===== config.mk =====
export PLATFORM = sky130hd
export DESIGN_NAME = bin2bcd_serial_flat
export DESIGN_NICKNAME = d
export VERILOG_FILES = /design/src/rtl/bin2bcd_serial_if.sv /design/src/rtl/bin2bcd_serial.sv /design/src/flat_wrapper.sv
export SDC_FILE = /design/constraint.sdc
export NUM_CORES = 1
export LEC_CHECK = 0
export ABC_AREA = 0
export CELL_PAD_IN_SITES_DETAIL_PLACEMENT = 1
export CELL_PAD_IN_SITES_GLOBAL_PLACEMENT = 2
export CORE_ASPECT_RATIO = 1.5
export CORE_UTILIZATION = 41
export CTS_CLUSTER_SIZE = 25
export DETAILED_ROUTE_END_ITERATION = 10
export DONT_BUFFER_PORTS = 1
export PLACE_DENSITY = 0.84
export SLEW_MARGIN = 15
export SYNTH_ARGS = -nofsm -noshare
export SYNTH_HDL_FRONTEND = slang
export SYNTH_SLANG_ARGS = --single-unit

===== constraint.sdc =====
create_clock -name clk -period 2.37 [get_ports clk]
set_input_delay 0.474 -clock clk [delete_from_list [all_inputs] [get_ports clk]]
set_output_delay 0.474 -clock clk [all_outputs]
set_load 0.01 [all_outputs]

===== src/rtl/bin2bcd_serial_if.sv =====
`default_nettype none
// ---------------------------------------------------------------------------
// Module  : bin2bcd_serial_if
// Purpose : Request/result bundle for bin2bcd_serial; seg only with BIN2BCD_SEG_EN.
// Revision: 1.0
// ---------------------------------------------------------------------------
interface bin2bcd_serial_if #(
  parameter int WIDTH  = 16,
  parameter int DIGITS = 5
);
  logic                  start;
  logic [WIDTH-1:0]      bin;
  logic                  busy;
  logic                  done;
  logic [4*DIGITS-1:0]   bcd;
`ifdef BIN2BCD_SEG_EN
  logic [7*DIGITS-1:0]   seg;

  modport master (output start, bin, input busy, done, bcd, seg);
  modport slave  (input start, bin, output busy, done, bcd, seg);
`else
  modport master (output start, bin, input busy, done, bcd);
  modport slave  (input start, bin, output busy, done, bcd);
`endif
endinterface
`default_nettype wire


===== src/rtl/bin2bcd_serial.sv =====
`default_nettype none
// ---------------------------------------------------------------------------
// Module  : bin2bcd_serial
// Purpose : Double-dabble binary-to-BCD converter, one bit per clock.
//           Optional seven-segment output enabled by macro BIN2BCD_SEG_EN.
// Revision: 1.0
// ---------------------------------------------------------------------------
module bin2bcd_serial #(
  parameter int WIDTH  = 16,
  parameter int DIGITS = 5
) (
  input  wire logic          clk,
  input  wire logic          reset,
  bin2bcd_serial_if.slave    bus
);

  localparam int CW = $clog2(WIDTH + 1);

  typedef enum logic [0:0] {
    IDLE    = 1'b0,
    CONVERT = 1'b1
  } state_t;

  state_t                state;
  logic [CW-1:0]         cnt;
  logic [WIDTH-1:0]      shreg;
  logic [4*DIGITS-1:0]   scratch;
  logic [4*DIGITS-1:0]   bcd_q;
  logic                  busy_q;
  logic                  done_q;

  logic [4*DIGITS-1:0]   adj;
  logic [4*DIGITS-1:0]   next_scratch;
  logic [WIDTH-1:0]      next_shift;
  logic                  last_step;

  // Adjust every digit >= 5, then shift {scratch, shreg} left by one.
  always_comb begin
    adj = scratch;
    for (int d = 0; d < DIGITS; d++) begin
      if (scratch[4*d +: 4] >= 4'd5)
        adj[4*d +: 4] = scratch[4*d +: 4] + 4'd3;
    end
    next_scratch = {adj[4*DIGITS-2:0], shreg[WIDTH-1]};
    next_shift   = {shreg[WIDTH-2:0], 1'b0};
  end

  assign last_step = (state == CONVERT) && (cnt == CW'(1));

  always_ff @(posedge clk) begin
    if (reset) begin
      state   <= IDLE;
      cnt     <= '0;
      shreg   <= '0;
      scratch <= '0;
      bcd_q   <= '0;
      busy_q  <= 1'b0;
      done_q  <= 1'b0;
    end else begin
      done_q <= 1'b0;
      case (state)
        IDLE: begin
          if (bus.start) begin
            shreg   <= bus.bin;
            scratch <= '0;
            cnt     <= CW'(WIDTH);
            busy_q  <= 1'b1;
            state   <= CONVERT;
          end
        end
        CONVERT: begin
          scratch <= next_scratch;
          shreg   <= next_shift;
          cnt     <= cnt - CW'(1);
          if (cnt == CW'(1)) begin
            bcd_q  <= next_scratch;
            done_q <= 1'b1;
            busy_q <= 1'b0;
            state  <= IDLE;
          end
        end
        default: state <= IDLE;
      endcase
    end
  end

  assign bus.busy = busy_q;
  assign bus.done = done_q;
  assign bus.bcd  = bcd_q;

`ifdef BIN2BCD_SEG_EN
  function automatic logic [6:0] seg7(input logic [3:0] digit);
    case (digit)
      4'd0:    seg7 = 7'h3F;
      4'd1:    seg7 = 7'h06;
      4'd2:    seg7 = 7'h5B;
      4'd3:    seg7 = 7'h4F;
      4'd4:    seg7 = 7'h66;
      4'd5:    seg7 = 7'h6D;
      4'd6:    seg7 = 7'h7D;
      4'd7:    seg7 = 7'h07;
      4'd8:    seg7 = 7'h7F;
      4'd9:    seg7 = 7'h6F;
      default: seg7 = 7'h00;
    endcase
  endfunction

  logic [7*DIGITS-1:0] seg_next;
  logic [7*DIGITS-1:0] seg_q;

  generate
    for (genvar g = 0; g < DIGITS; g++) begin : g_seg
      assign seg_next[7*g +: 7] = seg7(next_scratch[4*g +: 4]);
    end
  endgenerate

  // Decoded from the same value that lands in bcd, so both update together.
  always_ff @(posedge clk) begin
    if (reset)
      seg_q <= {DIGITS{7'h3F}};
    else if (last_step)
      seg_q <= seg_next;
  end

  assign bus.seg = seg_q;
`else
  logic unused_last_step;
  assign unused_last_step = last_step;
`endif

endmodule
`default_nettype wire


===== src/flat_wrapper.sv =====
// flat-port wrapper written by rule: the top's interface ports become plain ports
module bin2bcd_serial_flat 
#(
  parameter int WIDTH  = 16,
  parameter int DIGITS = 5
)
  (clk, reset, bus_start, bus_bin, bus_busy, bus_done, bus_bcd);
  bin2bcd_serial_if #(.WIDTH(WIDTH), .DIGITS(DIGITS)) bus_i ();
  input  wire logic clk;
  input  wire logic reset;
  input wire logic [$bits(bus_i.start)-1:0] bus_start;
  input wire logic [$bits(bus_i.bin)-1:0] bus_bin;
  output wire logic [$bits(bus_i.busy)-1:0] bus_busy;
  output wire logic [$bits(bus_i.done)-1:0] bus_done;
  output wire logic [$bits(bus_i.bcd)-1:0] bus_bcd;
  assign bus_i.start = bus_start;
  assign bus_i.bin = bus_bin;
  assign bus_busy = bus_i.busy;
  assign bus_done = bus_i.done;
  assign bus_bcd = bus_i.bcd;
  bin2bcd_serial #(.WIDTH(WIDTH), .DIGITS(DIGITS)) u_core (.clk(clk), .reset(reset), .bus(bus_i));
endmodule

==> results of run 1 <==
state kept, by name, indices dropped and copies added (netlist names):
signal and cells:
u_core.scratch 20, u_core.bus.busy 1, u_core.bus.done 1, u_core.shreg 16, u_core.bus.bcd 20, u_core.cnt 5, u_core.state 1
per-layer routing:
metal  global-route usage (%)  part of all wire (%)
met1                     19.9                    42
met2                     35.0                    53
met4                     7.85                   1.7
met5                        0                     0
met3                     5.43                   4.0
cell usage in the layout, fill, tap and decap left out, types with 3 or more instances in the layout:
cell	instances
nand2b_1	7
mux2i_1	22
a21oi_1	38
nand3_1	5
inv_1	13
dfxtp_1	63
nand2_1	14
a22o_1	21
nor3_1	3
o21ai_1	16
clkbuf_8	10
nor3b_1	14
o21ai_0	7
xnor2_1	6
nor2_1	35
nor2b_1	3
ha_1	12
buf_4	4
metrics by stage:
stage | setup slack (ns) | cells
finish | 0.695 | 388
floorplan | 1.01 | 308
CTS | 0.679 | 388
global placement | 0.765 | 372
global route | 0.521 | 388
detailed placement | 0.732 | 372
power breakdown:
| group | switching, mW | internal [mW] | leakage, nW |
|---|---|---|---|
| clock network | 0.418 | 0.619 | 0.106 |
| registers | 0.0317 | 1.10 | 0.520 |
| logic | 0.0706 | 0.0595 | 0.562 |
worst paths after layout:
check | depth (start not counted) | slack [ns] | endpoint | from
worst max-delay path | 6 | 0.70 | u_core.scratch[10]$_SDFFE_PP0P_ | u_core.scratch[9]$_SDFFE_PP0P_
worst min-delay path | 1 | 0.20 | u_core.scratch[11]$_SDFFE_PP0P_ | reset
worst max register to register | 6 | 0.70 | u_core.scratch[10]$_SDFFE_PP0P_ | u_core.scratch[9]$_SDFFE_PP0P_
worst min register to register | 2 | 0.48 | u_core.shreg[6]$_SDFFE_PP0P_ | u_core.shreg[5]$_SDFFE_PP0P_
layout make-up:
type                       instances  area, um^2  area share, %
inverter                          14        52.6           1.70
multi-input combinational        214        1410           45.5
tap                               76        95.1           3.08
sequential                        64        1280           41.5
clock buffer                      11         141           4.58
timing repair buffer               4        30.0          0.972
clock inverter                     5        80.1           2.59
worst register-to-register path: stages, from the launching register on:
cell	delay (ns)
dfxtp_1	0.33
inv_1	0.10
ha_1	0.25
nand2b_1	0.10
a21oi_1	0.29
mux2i_1	0.37
a22o_1	0.18
logic make-up after synthesis:
kind of cell	after synthesis	share of synthesized area (%)
compound gates	88	19.0
simple gates	86	15.8
flops	64	45.5
buf+inv	30	4.62
mux	22	7.83
fa+ha+maj	12	5.34
xor+xnor	6	1.87
==> results by group, run 1 <==
Status
  – Status: complete, no violations

Synthesis
  – Async set-reset flop share out of synthesis: 0%
  – Synth area leaders: dfxtp_1, mux2i_1, a21oi_1
  – Cell Area, Synth: 2810 um^2
  – Post-synth top area share: 45.5%
  – Mapped Cells: 308
  – Post-synth top cells: dfxtp_1, a21oi_1, nor2_1, mux2i_1, a22o_1
  – EDFF count, synth: 0
  – Syn_nets: 339
  – Synth area leader: dfxtp_1
  – Share of the yosys chip area belonging to registers: 45.5%
  – Synthesized flop and latch total: 64
  – Syn_area_per_cell: 9.14 um^2
  – Synth warnings: 0
  – Count leader, synth: dfxtp_1
  – Synth Flop Type: dfxtp_1
  – Library cells used by synthesis: 30

STA
  – Worst slew margin: 65.1%
  – Final setup violation count: 0
  – Setup TNS: 0 ns
  – WHS: 0.197 ns
  – Slew @ Worst Pin: 0.520 ns
  – Final min period: 1.67 ns
  – Final period util: 70.7%
  – RSZ-0062 raised after global routing: no
  – Final hold violations: 0
  – Clock Skew: 0.00927 ns
  – Slew Viols, Final: 0
  – Highest clock rate: 0.597 GHz

Setup path
  – CP Launch Type: flop
  – Slowest stage cell, crit path: mux2i_1
  – Cell family with most CP delay: compound AO/OA/AOI/OAI gates
  – Crit path kind: reg -> reg
  – Worst path max stage delay: 0.37 ns
  – Worst Path Arrival: 1.96 ns
  – Buf+Inv Stages, Crit Path: 1
  – Endpoint type of the worst setup path: flop
  – CP cell instances: inv_1, ha_1, nand2b_1, a21oi_1, mux2i_1, a22o_1
  – CP max FO: 5
  – WP data required: 2.66 ns

Cells and area
  – Final core utilization: 47.0%
  – Final Cell Area: 3090 um^2
  – FILL cells: 762
  – Post-layout nets: 338
  – Antenna Cells: 0
  – Layout cell share with drive strength beyond 1: 8.33%
  – P&R area growth vs syn: 9.74%

Clock network
  – Post-CTS setup buffer count: 0
  – CTS clk-pin slew, worst paths: 0.07 ns
  – H-Tree Depth: 3
  – Worst skew pair latency: 0.34 ns
  – Clock Path Buffers: 2
  – CTS tree: done
  – CTS buffer count: 9
  – Post-cts hold buffer count: 0
  – TritonCTS Sinks: 64
  – Root Buffer: clkbuf_8
  – # resized after CTS: 0

Global routing
  – First-pass GRT wire length: 10600 um
  – Gr ovfl total: 0
  – Largest net degree at the start of global routing: 32
  – GRT Util Overall: 18.7%
  – Vias in the first global route: 2255
  – Initial antenna violation count: 0

Floorplanning
  – FP Rows: 36
  – Die height: 103 um
  – Core footprint: 6580 um^2
  – Top-Level Pins: 41
  – Die X: 69.6 um
  – Die ar.: 7210 um^2
  – Initial Util: 42.8%

Detailed routing
  – Initial DRC count: 63
  – Post-route ant nets: 0
  – Vias: 2167
  – Remaining DRCs: 0
  – Post-Route WL: 6250 um
  – DR pass1 iterations: 6
  – Wire per inst: 16.1 um
  – Vias per inst: 5.59

Place
  – Dpl cell area: 2870 um^2
  – RePlAce Congestion: 0.734
  – Dpl hpwl: 4320 um
  – PortBufs: 0

Pwr
  – Leak pwr: 1.19 nW
  – Total power: 2.30 mW
  – PD cells: 746 nW/um^2
  – Worst VDD drop: 411 uV

Flow run
  – Max Cap Viol: 0

Hold path
  – Hold crit path type: in -> reg
No activity file was read; power rests on OpenSTA's default activity.
==> inputs of run 2 (changes only) <==
CORE_UTILIZATION = 38   (was 41)
PLACE_DENSITY = 0.78   (was 0.84)
clock period = 1.7 ns   (was 2.37 ns; I/O delays follow)
==> run 2 against run 1 <==
Non-clock buffer count increased by 7. Sequential power rose by 38%. Sequential share of layout area decreased by 1.4 points. Count of clock-buffer cells in the layout decreased by 1. Final cell count increased by 8.0%. Critical endpoint unchanged. Highest routed layer unchanged.
==> results by group, run 2 (synthesis gave the netlist of run 1 again) <==
STA
  – Clock Skew: 0.0105 ns (+0.00119 ns)
  – Slew @ Worst Pin: 0.641 ns (+0.121 ns)
  – Final setup margin: 0.135 ns (-0.560 ns)
  – Worst slew margin: 57.2% (-7.9 points)
  – Final period util: 92.1% (+21 points)
  – Slew Viols, Final: 0 (unchanged)
  – Final setup violation count: 0 (unchanged)
  – Final min period: 1.57 ns (-0.110 ns)
  – RSZ-0062 raised after global routing: no
  – Final hold violations: 0 (unchanged)
  – Highest clock rate: 0.639 GHz (+7.0%)
  – WHS: 0.0642 ns (-0.133 ns)

Floorplanning
  – Die X: 72.3 um (+3.8%)
  – Top-Level Pins: 41 (unchanged)
  – Core footprint: 7180 um^2 (+9.2%)
  – FP Rows: 38 (+5.6%)
  – Die height: 107 um (+3.8%)
  – Die ar.: 7760 um^2 (+7.7%)
  – Initial Util: 39.2% (-3.6 points)

Setup path
  – CP Launch Type: flop
  – Reg2reg end: u_core.scratch[10]$_SDFFE_PP0P_
  – R2R cell count: 6 (unchanged)
  – WP data required: 1.99 ns (-0.67 ns)
  – Reg2reg start: u_core.scratch[8]$_SDFFE_PP0P_
  – CP max FO: 5 (unchanged)
  – FF-to-FF setup slack: 0.13 ns (-0.56 ns)
  – Crit path kind: reg -> reg
  – Critical Path Sink: u_core.scratch[10]$_SDFFE_PP0P_
  – Crit path from: u_core.scratch[8]$_SDFFE_PP0P_
  – Worst Path Arrival: 1.86 ns (-0.10 ns)
  – Endpoint type of the worst setup path: flop

Detailed routing
  – Remaining DRCs: 0 (unchanged)
  – Wire per inst: 14.9 um (-7.7%)
  – Post-route ant nets: 0 (unchanged)
  – Vias: 2165 (-0.092%)
  – Vias per inst: 5.17 (-7.5%)
  – Post-Route WL: 6230 um (-0.34%)
  – Initial DRC count: 57 (-9.5%)
  – DR pass1 iterations: 4 (-2)

Clock network
  – Clock Path Buffers: 2 (unchanged)
  – Post-cts hold buffer count: 0 (unchanged)
  – Worst skew pair latency: 0.34 ns (about the same)
  – TritonCTS Sinks: 64 (unchanged)
  – CTS clk-pin slew, worst paths: 0.08 ns (about the same)
  – CTS buffer count: 9 (unchanged)
  – H-Tree Depth: 3 (unchanged)
  – CTS tree: done
  – Root Buffer: clkbuf_8

Cells and area
  – FILL cells: 834 (+9.4%)
  – P&R area growth vs syn: 13.5%
  – Antenna Cells: 0 (unchanged)
  – Commonest non-fill, non-tap cells in the layout: dfxtp_1, a21oi_1, nor2_1
  – Final core utilization: 44.5% (-2.5 points)
  – Final Cell Area: 3190 um^2 (+3.4%)
  – Most common cell after layout, fill and taps aside: dfxtp_1
  – Post-layout nets: 345 (+2.1%)
  – Layout cell share with drive strength beyond 1: 11.3% (+3.0 points)

Pwr
  – PD cells: 1020 nW/um^2 (+37%)
  – Worst VDD drop: 535 uV (+30%)
  – Switching Share: 23.3% (+0.72 points)
  – Internal cell power: 2.51 mW (+41%)
  – Logic gate share of total power: 6.7% (+1.0 points)
  – Leak pwr: 1.24 nW (+4.1%)
  – Clock power share: 45.4% (+0.4 points)
  – Sequential share of power: 47.9% (-1.4 points)
  – Total power: 3.27 mW (+42%)
  – Sw Pwr: 0.762 mW (+47%)

Global routing
  – GRT Util Overall: 17.7% (-1.0 points)
  – First-pass GRT wire length: 10500 um (-1.5%)
  – Vias in the first global route: 2264 (+0.40%)
  – Initial antenna violation count: 0 (unchanged)
  – Gr ovfl total: 0 (unchanged)
  – Largest net degree at the start of global routing: 32 (unchanged)

Place
  – Dpl hpwl: 4250 um (-1.6%)
  – PortBufs: 0 (unchanged)
  – DP Worst Slack: -0.185 ns (-0.917 ns)
  – RePlAce Congestion: 0.756 (+3.1%)
  – Dpl cell area: 2950 um^2 (+2.9%)

Status
  – Status: complete, no violations

Hold path
  – Hold crit path type: in -> reg

Flow run
  – Max Cap Viol: 0 (unchanged)
-- run 2: final cells by class --
cell class / count / area (um^2) / area share, %
multi-input cells: 214 / 1420 / 44.5
flip-flops and latches: 64 / 1280 / 40.2
clock buffers: 10 / 138 / 4.31
well taps: 100 / 125 / 3.92
clock inverters: 6 / 91.3 / 2.86
repair buffers: 11 / 82.6 / 2.59
inverters: 14 / 52.6 / 1.65
-- run 2: routing by layer --
| layer | vias to the layer above | global-route usage [%] | wire length (um) |
|---|---|---|---|
| met1 | 1036 | 18.9 | 2690 |
| met4 | 0 | 10.1 | 144 |
| met2 | 35 | 31.6 | 3190 |
| li1 | 1083 | - | - |
| met3 | 11 | 3.65 | 205 |
| met5 | - | 0 | 0 |
-- run 2: worst min-delay path by stage --
stage | start | to | cells after the start
2_1_floorplan | u_core.scratch[17]$_SDFFE_PP0P_ | u_core.scratch[17]$_SDFFE_PP0P_ | 1
3_3_place_gp | reset | u_core.scratch[15]$_SDFFE_PP0P_ | 1
3_5_place_dp | reset | u_core.scratch[19]$_SDFFE_PP0P_ | 1
4_1_cts | reset | u_core.scratch[7]$_SDFFE_PP0P_ | 1
5_1_grt | reset | u_core.shreg[2]$_SDFFE_PP0P_ | 1
6_report | reset | u_core.shreg[5]$_SDFFE_PP0P_ | 1
-- run 2: what timing repair did --
action	in CTS	in global routing
endpoints found under the setup margin	22	4
setup buffers	0	0
resized for setup	1	2
endpoints found under the hold margin	0	0
-- run 2: worst max-delay path, stage by stage (launching register included) --
cell and delay [ns]:
dfxtp_1 0.36, inv_1 0.08, ha_1 0.23, nand2b_1 0.10, a21oi_1 0.28, mux2i_1 0.30, a22o_1 0.16
-- run 2: power groups by stage --
stage          registers (mW)  logic, mW  clock network [mW]
2_1_floorplan            1.60      0.182                   0
3_3_place_gp             1.60      0.213                   0
3_5_place_dp             1.60      0.220                   0
4_1_cts                  1.57      0.223                1.53
5_1_grt                  1.57      0.246                1.60
6_report                 1.57      0.219                1.48
-- run 2: per-stage QoR --
step,setup TNS [ns],cells
global route,0,419
finish,0,419
detailed placement,-3.45,403
global placement,-2.25,403
CTS,0,419
floorplan,0,308
==> inputs of run 3 (changes only) <==
TNS_END_PERCENT = 20   (was default)
==> results of run 3 <==
The final DEF is identical to that of run 2; final timing and power are the same.
==> RTL edit: new RTL, flow settings as in run 3 <==
`WIDTH` is set to 16 in 3 places; all go to 32.
--- a/src/rtl/bin2bcd_serial_if.sv
+++ b/src/rtl/bin2bcd_serial_if.sv
@@ -5,7 +5,7 @@
 // Revision: 1.0
 // ---------------------------------------------------------------------------
 interface bin2bcd_serial_if #(
-  parameter int WIDTH  = 16,
+  parameter int WIDTH  = 32,
   parameter int DIGITS = 5
 );
   logic                  start;
--- a/src/rtl/bin2bcd_serial.sv
+++ b/src/rtl/bin2bcd_serial.sv
@@ -6,7 +6,7 @@
 // Revision: 1.0
 // ---------------------------------------------------------------------------
 module bin2bcd_serial #(
-  parameter int WIDTH  = 16,
+  parameter int WIDTH  = 32,
   parameter int DIGITS = 5
 ) (
   input  wire logic          clk,
--- a/src/flat_wrapper.sv
+++ b/src/flat_wrapper.sv
@@ -1,7 +1,7 @@
 // flat-port wrapper written by rule: the top's interface ports become plain ports
 module bin2bcd_serial_flat 
 #(
-  parameter int WIDTH  = 16,
+  parameter int WIDTH  = 32,
   parameter int DIGITS = 5
 )
   (clk, reset, bus_start, bus_bin, bus_busy, bus_done, bus_bcd);
Ports: changed (resized bus_bin); port bits go from 41 to 57. The function was not compared with the original's and may differ.
==> RTL edit against run 3 <==
Fmax is essentially flat. Hold slack better by 0.0023 ns. Wire length up 37%. Power increased by 23%. Utilization is 1.1 points lower. Clock skew shrank 0.0049 ns. Area after synthesis rose by 31%. Sequential power is 29% higher. Sequential cell count up 17. Critical path depth is the same. Cell area grew 26%. Synthesized cell count rose by 39%. Setup slack lost 0.0013 ns. Die area rose by 30%.
==> RTL edit: results (changes against run 3) <==
<table>
<tr><th>Metric</th><th>Value</th></tr>
<tr><th colspan="2">Power</th></tr>
<tr><td>Power Internal</td><td>3.080 mW (was 2.508 mW)</td></tr>
<tr><td>Leakage</td><td>1.544 nW (was 1.236 nW)</td></tr>
<tr><th colspan="2">Worst setup path</th></tr>
<tr><td>First element of the critical path</td><td>u_core.scratch[13] (was u_core.scratch[8])</td></tr>
<tr><td>Cell with the largest stage delay on the worst path</td><td>sky130_fd_sc_hd__mux2_2 (was sky130_fd_sc_hd__dfxtp_1)</td></tr>
<tr><td>R2R Path End</td><td>u_core.scratch[14] (was u_core.scratch[10])</td></tr>
<tr><td>Peak fanout along the critical path</td><td>3 (was 5)</td></tr>
<tr><th colspan="2">Run status</th></tr>
<tr><td>Outcome</td><td>complete, no violations (unchanged)</td></tr>
<tr><th colspan="2">Finish</th></tr>
<tr><td>Layout cells sized above 1</td><td>0.08314 (was 0.1129)</td></tr>
<tr><td>Post-layout net count</td><td>465 (was 345)</td></tr>
<tr><td>Filler cells</td><td>1098 (was 834)</td></tr>
<tr><th colspan="2">Global routing</th></tr>
<tr><td>Global-route usage over all layers</td><td>0.1863 (was 0.1772)</td></tr>
<tr><th colspan="2">Clock tree</th></tr>
<tr><td>Clk pin slew, worst setup/hold paths</td><td>0.06 ns (was 0.08 ns)</td></tr>
<tr><td>CTS Root Buffer Type</td><td>sky130_fd_sc_hd__clkbuf_16 (was sky130_fd_sc_hd__clkbuf_8)</td></tr>
<tr><th colspan="2">STA</th></tr>
<tr><td>Setup clock skew after layout</td><td>0.005545 ns (was 0.01045 ns)</td></tr>
<tr><th colspan="2">Hold path</th></tr>
<tr><td>Hold EP</td><td>u_core.bus.bcd[12] (was u_core.shreg[5])</td></tr>
<tr><th colspan="2">Placement</th></tr>
<tr><td>Final HPWL DP</td><td>5.674 mm (was 4.251 mm)</td></tr>
<tr><td>Cell count after placement</td><td>519 (was 403)</td></tr>
<tr><td>Placer Congestion</td><td>0.6910 (was 0.7564)</td></tr>
<tr><th colspan="2">Logic synthesis</th></tr>
<tr><td>Count of different cell masters after synthesis</td><td>34 (was 30)</td></tr>
<tr><td>Most used standard cell by instance count after synthesis</td><td>sky130_fd_sc_hd__nor2_1 (was sky130_fd_sc_hd__dfxtp_1)</td></tr>
</table>
-- RTL edit: changes by cell type after synthesis, moves of 9 or more --
cell,delta
sky130_fd_sc_hd__clkbuf_1,+9
sky130_fd_sc_hd__dfxtp_1,+17
sky130_fd_sc_hd__o21ai_0,+15
sky130_fd_sc_hd__o21ai_1,-16
sky130_fd_sc_hd__nand2_1,+19
sky130_fd_sc_hd__mux2i_1,+15
sky130_fd_sc_hd__a22o_1,-18
sky130_fd_sc_hd__nor2_1,+48
-- RTL edit: per-stage QoR --
stage	utilization	setup WS [ns]	total power, mW
final	0.4333	0.1337	4.027
after global routing	0.4333	0.01939	4.227
after CTS	0.4322	0.02828	4.100
after detailed placement	0.4052	0.07358	2.391
after global placement	0.4052	0.1840	2.377
after floorplan	-	0.2502	2.348
-- RTL edit: layout make-up --
class | instances | area share
Clock inverter | 4 | 0.005585
Timing Repair Buffer | 7 | 0.01924
Inverter | 14 | 0.01303
Clock buffer | 10 | 0.05678
Tap cell | 112 | 0.03475
Multi-Input combinational cell | 305 | 0.4682
Sequential cell | 81 | 0.4024
-- RTL edit: power by group through the flow --
stage | registers [mW] | logic, mW | clock network, mW
after floorplan | 2.05 | 0.296 | 0
after global placement | 2.07 | 0.309 | 0
after detailed placement | 2.07 | 0.322 | 0
after CTS | 2.03 | 0.324 | 1.75
after global routing | 2.04 | 0.365 | 1.82
final | 2.03 | 0.317 | 1.68
-- RTL edit: cell families after synthesis --
| logic type | synth area share |
|---|---|
| xor gates and xnor gates | 0.01192 |
| DFF | 0.4416 |
| and+or+nand+nor | 0.1874 |
| AOI/OAI and AO/OA | 0.1642 |
| adders and majority gates | 0.04088 |
| muxes | 0.1070 |
| buffers and inverters | 0.04702 |
-- RTL edit: worst max-delay path, delay by kind of cell, from the launching register on --
| family | cells | cell delay [ns] |
|---|---|---|
| AO/OA/AOI/OAI | 2 | 0.34 |
| adder cells (fa/ha/maj) | 1 | 0.18 |
| buffers and inverters | 1 | 0.08 |
| flip-flops | 1 | 0.35 |
| multiplexers | 1 | 0.37 |
| AND/OR/NAND/NOR | 1 | 0.17 |
-- RTL edit: what timing repair did --
action                                  CTS  global route
endpoints found under the hold margin     0             0
endpoints found under the setup margin    0             4
gates resized for setup                   0             4
-- RTL edit: per-layer routing --
metal | wire, um | global-route usage | vias to the layer above
met5 | 0 | 0 | -
met2 | 4530 | 0.3337 | 46
met1 | 3540 | 0.1985 | 1418
met3 | 379 | 0.06097 | 8
met4 | 107 | 0.06579 | 0
li1 | - | - | 1440
